**config.mk**
```make
export PLATFORM = sky130hd
export DESIGN_NAME = dual_port_mem_arbiter
export DESIGN_NICKNAME = d
export VERILOG_FILES = /design/src/rtl/dual_port_mem_arbiter.sv
export SDC_FILE = /design/constraint.sdc
export NUM_CORES = 1
export LEC_CHECK = 0
export ABC_CLOCK_PERIOD_IN_PS = 17900
export BUFFER_PORTS_ARGS = -buffer_cell sky130_fd_sc_hd__buf_2
export CAP_MARGIN = 25
export CORE_MARGIN = 2
export CORE_UTILIZATION = 35
export DETAILED_ROUTE_END_ITERATION = 12
export HOLD_SLACK_MARGIN = 0.06
export MAX_ROUTING_LAYER = met4
export PLACE_DENSITY = 0.53
export SYNTH_ARGS = -nofsm -noshare
export SYNTH_HDL_FRONTEND = slang
export SYNTH_SLANG_ARGS = --single-unit
export TNS_END_PERCENT = 10
```
**constraint.sdc**
```tcl
create_clock -name clk -period 17.9 [get_ports clk]
set_clock_uncertainty 0.05 [all_clocks]
set_input_delay 1.79 -clock clk [delete_from_list [all_inputs] [get_ports clk]]
set_output_delay 1.79 -clock clk [all_outputs]
set_load 0.05 [all_outputs]
```
**src/rtl/dual_port_mem_arbiter.sv**
```systemverilog
// dual_port_mem_arbiter
// Shares one dual-port RAM among NREQ requesters. Each cycle a round-robin scan picks
// up to two winners: the first requester takes port A, and the next one with no address
// hazard against A takes port B. The winners are registered onto the RAM ports.
// Read tags travel through a two-stage pipeline so that the RAM output can be steered
// back to the requester that issued the read.
module dual_port_mem_arbiter #(
  parameter int NREQ = 4,
  parameter int DW   = 4,
  parameter int AW   = 3
) (
  input  logic              clk,
  input  logic              rst,
  input  logic [NREQ-1:0]   req,
  input  logic [NREQ-1:0]   we,
  input  logic [NREQ*AW-1:0] addr,
  input  logic [NREQ*DW-1:0] wdata,
  output logic [NREQ-1:0]   gnt,
  output logic [NREQ-1:0]   rvalid,
  output logic [NREQ*DW-1:0] rdata,
  output logic [AW-1:0]     mem_addr_a,
  output logic [DW-1:0]     mem_data_a,
  output logic              mem_we_a,
  input  logic [DW-1:0]     mem_q_a,
  output logic [AW-1:0]     mem_addr_b,
  output logic [DW-1:0]     mem_data_b,
  output logic              mem_we_b,
  input  logic [DW-1:0]     mem_q_b,
  output logic [7:0]        conflict_cnt
);

  localparam int IW = (NREQ > 1) ? $clog2(NREQ) : 1;

  // Return-path tag: marks a read in flight on one port and names its requester.
  typedef struct packed {
    logic          valid;
    logic [IW-1:0] id;
  } tag_t;

  logic [IW-1:0] rr_ptr;
  logic [IW-1:0] rr_next;
  logic          a_found;
  logic          b_found;
  logic [IW-1:0] a_idx;
  logic [IW-1:0] b_idx;
  logic          hazard_skip;
  tag_t          s1_a, s1_b, s2_a, s2_b;
  logic [DW-1:0] rdata_hold [NREQ];

  // Round-robin scan from rr_ptr that picks the port A and port B winners.
  always_comb begin
    int idx;
    int last;
    // NOTE: every output of this block gets a default before the loop, so no path
    // can leave one unassigned and infer a latch.
    gnt         = '0;
    a_found     = 1'b0;
    b_found     = 1'b0;
    a_idx       = '0;
    b_idx       = '0;
    hazard_skip = 1'b0;
    rr_next     = rr_ptr;
    idx         = 0;
    last        = 0;
    // NOTE: blocking assignments are required here. Each step of the scan reads the
    // found flags that the previous step wrote.
    for (int k = 0; k < NREQ; k++) begin
      idx = int'(rr_ptr) + k;
      if (idx >= NREQ) idx = idx - NREQ;
      if (req[idx] && !rst) begin
        if (!a_found) begin
          a_found = 1'b1;
          a_idx   = IW'(idx);
          last    = idx;
        end else if (!b_found) begin
          if ((addr[idx*AW +: AW] == addr[a_idx*AW +: AW]) && (we[idx] || we[a_idx])) begin
            hazard_skip = 1'b1;
          end else begin
            b_found = 1'b1;
            b_idx   = IW'(idx);
            last    = idx;
          end
        end
      end
    end
    if (a_found) gnt[a_idx] = 1'b1;
    if (b_found) gnt[b_idx] = 1'b1;
    if (a_found) rr_next = (last + 1 >= NREQ) ? '0 : IW'(last + 1);
  end

  // Pointer, RAM port registers, tag pipeline and the hazard counter.
  always_ff @(posedge clk or posedge rst) begin
    if (rst) begin
      rr_ptr       <= '0;
      mem_addr_a   <= '0;
      mem_data_a   <= '0;
      mem_we_a     <= 1'b0;
      mem_addr_b   <= '0;
      mem_data_b   <= '0;
      mem_we_b     <= 1'b0;
      s1_a         <= '0;
      s1_b         <= '0;
      s2_a         <= '0;
      s2_b         <= '0;
      conflict_cnt <= '0;
    end else begin
      rr_ptr   <= rr_next;
      mem_we_a <= a_found && we[a_idx];
      mem_we_b <= b_found && we[b_idx];
      if (a_found) begin
        mem_addr_a <= addr[a_idx*AW +: AW];
        mem_data_a <= wdata[a_idx*DW +: DW];
      end
      if (b_found) begin
        mem_addr_b <= addr[b_idx*AW +: AW];
        mem_data_b <= wdata[b_idx*DW +: DW];
      end
      s1_a <= '{valid: a_found && !we[a_idx], id: a_idx};
      s1_b <= '{valid: b_found && !we[b_idx], id: b_idx};
      s2_a <= s1_a;
      s2_b <= s1_b;
      if (hazard_skip && (conflict_cnt != 8'hFF)) conflict_cnt <= conflict_cnt + 8'd1;
    end
  end

  // Steers the RAM outputs to the requesters named by the stage-2 tags. Requesters
  // with no returning read see their last returned value.
  always_comb begin
    rvalid = '0;
    rdata  = '0;
    for (int i = 0; i < NREQ; i++) begin
      rdata[i*DW +: DW] = rdata_hold[i];
      if (s2_b.valid && (s2_b.id == IW'(i))) begin
        rvalid[i]         = 1'b1;
        rdata[i*DW +: DW] = mem_q_b;
      end
      if (s2_a.valid && (s2_a.id == IW'(i))) begin
        rvalid[i]         = 1'b1;
        rdata[i*DW +: DW] = mem_q_a;
      end
    end
  end

  // Captures each returned word so rdata holds its value between returns.
  always_ff @(posedge clk or posedge rst) begin
    if (rst) begin
      // NOTE: this register array is small and its value is visible on rdata, so it is
      // reset explicitly. A large storage array would normally be left unreset.
      for (int i = 0; i < NREQ; i++) rdata_hold[i] <= '0;
    end else begin
      for (int i = 0; i < NREQ; i++) begin
        if (rvalid[i]) rdata_hold[i] <= rdata[i*DW +: DW];
      end
    end
  end

endmodule

```
# ---- Word level (Yosys, flattened, before mapping)
# Index checks and enable logic that the tools add are counted.
# W data, S select, Z words.
dict set report word_totals {
  reg_bits 54
  in_bits 46
  elab_cells 218
}
dict set report op_classes {
  n_addsub 9
  n_mul 8
  order_cmp 16
  n_eq_ne 10
  shift 10
  n_mux 114
  n_bitwise 1
  n_reduce_logical 30
}
# op n
set op_table {}
lappend op_table {{$mux W32} 16}
lappend op_table {{$lt A32 B4 Y1 const B} 4}
lappend op_table {{$mul A32 B3 Y32 const B} 3}
lappend op_table {{$shiftx A12 B32 Y3} 3}
lappend op_table {{$shiftx A12 B5 Y3} 5}
lappend op_table {{$mux W1} 55}
lappend op_table {{$mux W4} 10}
lappend op_table {{$mux W2} 19}
lappend op_table {{$add A32 B2 Y32 const B} 1}
lappend op_table {{$ge A32 B4 Y1 const B} 1}
lappend op_table {{$shiftx A16 B5 Y4} 2}
lappend op_table {{$bmux W1 S2} 12}
lappend op_table {{$logic_and A1 B1 Y1} 22}
lappend op_table {{$mul A2 B2 Y4 const B} 5}
lappend op_table {{$lt A2 B3 Y1 const B} 5}
lappend op_table {{$sub A3 B3 Y4 const B} 3}
lappend op_table {{$eq A3 B3 Y1} 3}
lappend op_table {{$ge A3 B3 Y1 const B} 3}
lappend op_table {{$add A8 B1 Y8 const B} 1}
lappend op_table {{$eq A2 B2 Y1 const B} 4}
lappend op_table {{$ne A8 B8 Y1 const B} 1}
lappend op_table {{$add A2 B2 Y3 const B} 2}
lappend op_table {{$demux W1 S2} 2}
lappend op_table {{$eq A2 B1 Y1 const B} 2}
lappend op_table {{other kinds (8)} 14}

# ---- Logic depth before layout (Yosys ltp)
dict set report logic_depth {
  word_depth 28
  ltp_mapped 32
  ltp_nobuf 25
}

# ---- Worst setup path after synthesis
# OpenSTA, ideal clock, no wires.
dict set report synth_path {
  kind {input -> output}
  start {input rst}
  end {output gnt[1]}
  arrival_ns 6.653
  t_required_ns 16.060
  slack_ns 9.407
  stages 12
  path_buffers 3
  path_cell_list {inv_1 > o311ai_0 > o2bb2ai_2 > mux4_2 > xor2_1 > or4_1 > buf_2 > a211oi_1 > a221oi_2 > buf_6 > buf_12 > o21ai_0}
}
dict set report synth_via {
  elab_chain_cells 24
}
# element line_no
set synth_rtl {}
lappend synth_rtl {{start: declaration} 13} ;# input logic rst,
lappend synth_rtl {{$logic_not A1 Y1 (no source line) (*)} n/a}
lappend synth_rtl {{$logic_and A1 B1 Y1} 70} ;# if (req[idx] && !rst) begin
lappend synth_rtl {{$mux W2} 70}
lappend synth_rtl {{$mul A2 B2 Y4 or $bmux W1 S2 (tied branches)} 76} ;# if ((addr[idx*AW +: AW] == addr[a_idx*AW +: AW]) && (we[idx] || we[a_idx])) begin
lappend synth_rtl {{$shiftx A12 B5 Y3 or $mux W1 (tied branches)} 76}
lappend synth_rtl {{$eq A3 B3 Y1 or $logic_or A1 B1 Y1 (tied branches)} 76}
lappend synth_rtl {{$logic_and A1 B1 Y1} 76}
lappend synth_rtl {{$mux W2} 76}
lappend synth_rtl {{[... 8 more ...]} n/a}
lappend synth_rtl {{$mux W2} 71} ;# if (!a_found) begin
lappend synth_rtl {{$mux W2} 70}
lappend synth_rtl {{$lt A2 B3 Y1 (implied by the code) or $ge A2 B1 Y1 (tied branches)} 87} ;# if (b_found) gnt[b_idx] = 1'b1;
lappend synth_rtl {{$logic_and A1 B1 Y1 (implied by the code)} 87}
lappend synth_rtl {{$mux W1 (implied by the code)} 87}
lappend synth_rtl {{$demux W1 S2} 87}
lappend synth_rtl {{$or A4 B4 Y4 (no source line)} n/a}
lappend synth_rtl {{$mux W4 (*)} 87}
lappend synth_rtl {{end: declaration} 18} ;# output logic [NREQ-1:0] gnt,
# Mark *: on every way between the ends. The rest lies on a longest branch, timed or not. The select of a mux whose other input is x is not followed.

# ---- Worst setup path after layout
dict set report layout_path {
  start {register rr_ptr[0]}
  end {output gnt[0]}
}
dict set report layout_via {
  elab_chain_cells 28
}
# element line_no
set layout_rtl {}
lappend layout_rtl {{start: declaration} 40} ;# logic [IW-1:0] rr_ptr;
lappend layout_rtl {{start signal: assignment} 107} ;# rr_ptr <= rr_next;
lappend layout_rtl {{branches (longest 27 deep; another with $mul A32 B3 Y32)} n/a}
lappend layout_rtl {{$mux W4 (*)} 87}
# Mark *: on every way between the ends. The select of a mux whose other input is x is not followed.

==> run_results.csv <==
group,metric,value,unit
global_route,first_global_vias,4688,
route,wl_per_cell,17.9,microns
placement,dp_cells,872,
worst_hold_path,hp-class,"flip-flop to flip-flop",
die,die_x,128,microns
cts,clock_sinks,54,
cells_and_area,regArea,0.00135,sq mm
job,maxCapViolCount,0,
timing,tightest_slew,0.841,ns
setup_path,worst-path-buf-inv,6,
setup_path,arrival,6.66,ns
cells_and_area,multi_input_area,0.00372,sq mm
cells_and_area,design_area,0.00609,sq mm
timing,rsz0062_at_grt,"no",
cts,h-tree-depth,2,
placement,io_buffers,93,
yosys,ys_warn_count,0,
global_route,grt_max_degree,57,
route,first_pass_iters,5,
cts,cts_setup_buffers,0,
route,ant_nets,0,
timing,period_minus_slack,8.50,ns
setup_path,critPathLaunchType,"flip-flop",
die,die-height,128,microns
cells_and_area,diodes,0,
cts,hold_buffers,0,
route,drt-vias-per-instance,5.70,
yosys,synthDistinctLibCells,86,
yosys,synth_ff_type,"dfrtp_1",
placement,placed_area,0.00593,sq mm
outcome,status,"complete, no violations",
cts,clockBufferDepth,2,
setup_path,path_cells,"buf_4 -> clkinv_1 -> ha_1 -> buf_4 -> inv_1 -> nor3_1 -> ha_1 -> nor3b_1 -> mux2i_1 -> a2111oi_0 -> a211oi_1 -> a211oi_1 -> a21o_1 -> nor4b_1 -> a22oi_1 -> o31ai_2 -> buf_4 -> nor2_1 -> a21o_1 -> buf_2",
yosys,synthCells,630,
setup_path,critPathKind,"flip-flop to output pin",
cells_and_area,layout-drive-gt1-share,0.238,
setup_path,rr_worst_depth,26,
yosys,yosysTopAreaCellShare,0.250,
setup_path,crit_top_cell,"buf_4",
die,std_cell_rows,45,
yosys,synth_area_leaders,"dfrtp_1, mux2i_1, mux4_2",
global_route,globalRoute.totalOverflow,0,
global_route,antenna_found_initial,0,
cts,cts_buffers,5,
yosys,synth_area_per_cell,8.56,sq um
timing,fin_setup_tns,0,ns
setup_path,required,16.06,ns
setup_path,crit_family,"buffers and inverters",
yosys,synth_fp_nets,694,
route,first_iter_violations,329,
cells_and_area,fillCellCount,1505,
setup_path,slowest_stage,"ha_1",
setup_path,end_kind,"output pin",
yosys,yosysTopAreaCell,"dfrtp_1",
yosys,ys_seq_area_frac,0.250,
power_and_ir_drop,vdd_drop_max,0.0992,mV
global_route,grt_usage,0.197,
route,drc,0,
die,fp.coreArea,0.0151,sq mm
cts,clk_pin_slew,0.07,ns
yosys,synth-seq-cells,54,
timing,slew_violations,0,
die,die_area,0.0164,sq mm
global_route,grt_pass1_wl,25.1,mm
power_and_ir_drop,powerDensity,208,mW/mm^2
route,drt_wl_total,15.8,mm
timing,final_hold_viol_count,0,
timing,relSlewSlack,0.438,
setup_path,path_depth,20,
die,start_util,0.356,
cts,ctsResizeCount,0,
placement,dpl.hpwl,11.6,mm
placement,gp_congestion,0.882,
worst_hold_path,hold-path-cell-count,0,
setup_path,worstPathMaxFanout,50,
timing,setup_viol,0,
setup_path,slowest_delay,0.58,ns
yosys,async_flop_share,1.00,
cells_and_area,final_cells,882,
route,vias,5023,
cts,cts_tree,"done",
cts,root_buffer,"clkbuf_16",
power_and_ir_drop,power_leakage,0.00282,uW
timing,period_share,0.475,
cts,insertion_delay,0.29,ns
cells_and_area,area_growth,13.0,%
yosys,synth_edf_count,0,
die,io_pins,94,
cells_and_area,nNetsFinal,757,
yosys,netlist_area,0.00540,sq mm
timing,fmax,118,MHz
[logic make-up (layout without fill, tap and decap cells)]
family / count (synthesis) / after routing / synth area share
AND/OR/NAND/NOR: 220 / 220 / 0.204
AO/OA/AOI/OAI: 162 / 162 / 0.211
multiplexers: 85 / 85 / 0.203
buffers and inverters: 74 / 138 / 0.0633
flip-flops: 54 / 54 / 0.250
adder cells (fa/ha/maj): 18 / 18 / 0.0417
XOR/XNOR: 16 / 16 / 0.0260
other: 1 / 1 / 0.000695
[state kept, by name (all words and copies together) (netlist names)]
signal and flops:
rdata_hold 16, conflict_cnt 8, mem_data_a 4, mem_data_b 4, mem_addr_a 3, mem_addr_b 3
s1_a 3, s1_b 3, s2_a 3, s2_b 3, rr_ptr 2, mem_we_a 1
mem_we_b 1
[cell type report]
type | instances | area share
Multi-Input combinational cell | 502 | 0.610
Clock inverter | 2 | 0.00287
Sequential cell | 54 | 0.222
Tap cell | 188 | 0.0386
Timing Repair Buffer | 100 | 0.0846
Inverter | 30 | 0.0189
Clock buffer | 6 | 0.0228
[power breakdown]
| group | internal [uW] | total [uW] | switching [uW] | leakage (uW) |
|---|---|---|---|---|
| sequential | 175 | 201 | 25.6 | 0.000673 |
| combinational | 319 | 967 | 648 | 0.00207 |
| clock | 56.2 | 100 | 43.8 | 0.0000770 |
| total | 550 | 1270 | 718 | 0.00282 |
[worst register-to-register path, cell delays in order (launching register included)]
cell	delay [ns]
dfrtp_2	0.34
buf_4	0.53
clkinv_1	0.62
ha_1	0.59
buf_4	0.42
inv_1	0.37
nor3_1	0.27
ha_1	0.21
nor3b_1	0.20
mux2i_1	0.10
a2111oi_0	0.54
a21o_1	0.15
a21oi_1	0.08
and2_1	0.17
nor2_1	0.13
a22o_1	0.25
o31ai_4	0.12
o31ai_1	0.54
a21boi_1	0.35
ha_1	0.27
nand2_1	0.10
ha_1	0.18
or4b_2	0.60
nor3_1	0.24
inv_1	0.06
o32a_1	0.32
o221ai_2	0.16
[layer usage]
layer  vias to the layer above  GRT usage  routed length (microns)
li1                       2426          -                        -
met1                      2380      0.271                     7220
met2                       189      0.306                     7300
met3                        28     0.0196                      934
met4                         0     0.0614                      357
met5                         -          -                        0
[cells in the final DEF, fill, tap and decap left out, types with 6 or more instances in the layout]
cell type	Yosys	routed
nor3_1	11	11
inv_1	26	25
dfrtp_1	54	53
nor2b_1	7	7
nand3_1	20	20
nor2_1	29	29
mux4_2	15	15
nand2b_1	15	15
ha_1	18	18
a21oi_1	20	20
buf_4	3	6
xor2_1	11	11
buf_2	9	94
mux2i_1	60	60
o21ai_0	62	62
and2_1	7	7
a222oi_1	7	7
nand2_1	90	90
a211oi_1	9	9
[per-stage QoR]
step / total power, uW / utilization / setup slack, ns / hold slack [ns]
2_1_floorplan: 972 / - / 9.41 / 0.281
3_3_place_gp: 1150 / 0.391 / 9.35 / 0.282
3_5_place_dp: 1160 / 0.391 / 9.16 / 0.286
4_1_cts: 1270 / 0.402 / 9.01 / 0.301
5_1_grt: 1370 / 0.402 / 8.82 / 0.311
6_report: 1270 / 0.402 / 9.40 / 0.298
[synth_stat cells, types with 4 or more instances]
cell	instances
nand2b_1	15
buf_1	4
nand2_1	90
nor4_1	5
mux4_2	15
mux2_2	4
nor2_1	29
and2_1	7
or2_2	4
xor2_1	11
ha_1	18
o31ai_1	4
nor3b_1	4
a22o_1	4
a21o_1	5
nor3_1	11
nor2b_1	7
mux2i_1	60
o21ai_0	62
nand3_1	20
a22oi_1	4
nand3b_1	4
inv_1	26
buf_2	9
a222oi_1	7
dfrtp_1	54
clkbuf_1	24
xnor2_1	5
a21oi_1	20
a211oi_1	9
o211ai_1	4
[path summary, 6_finish.rpt]
path	startpoint	endpoint	slack (ns)
setup / recovery	rr_ptr[0]	gnt[0]	9.40
setup reg to reg	rr_ptr[0]	rr_ptr[1]	9.86
hold reg to reg	s1_b[1]	s2_b[1]	0.30
min in group asynchronous	rst	conflict_cnt[1]	1.68
hold / removal	s1_b[1]	s2_b[1]	0.30
max in group asynchronous	rst	rr_ptr[0]	15.63
Note: power is estimated with default switching activity, not from simulation.
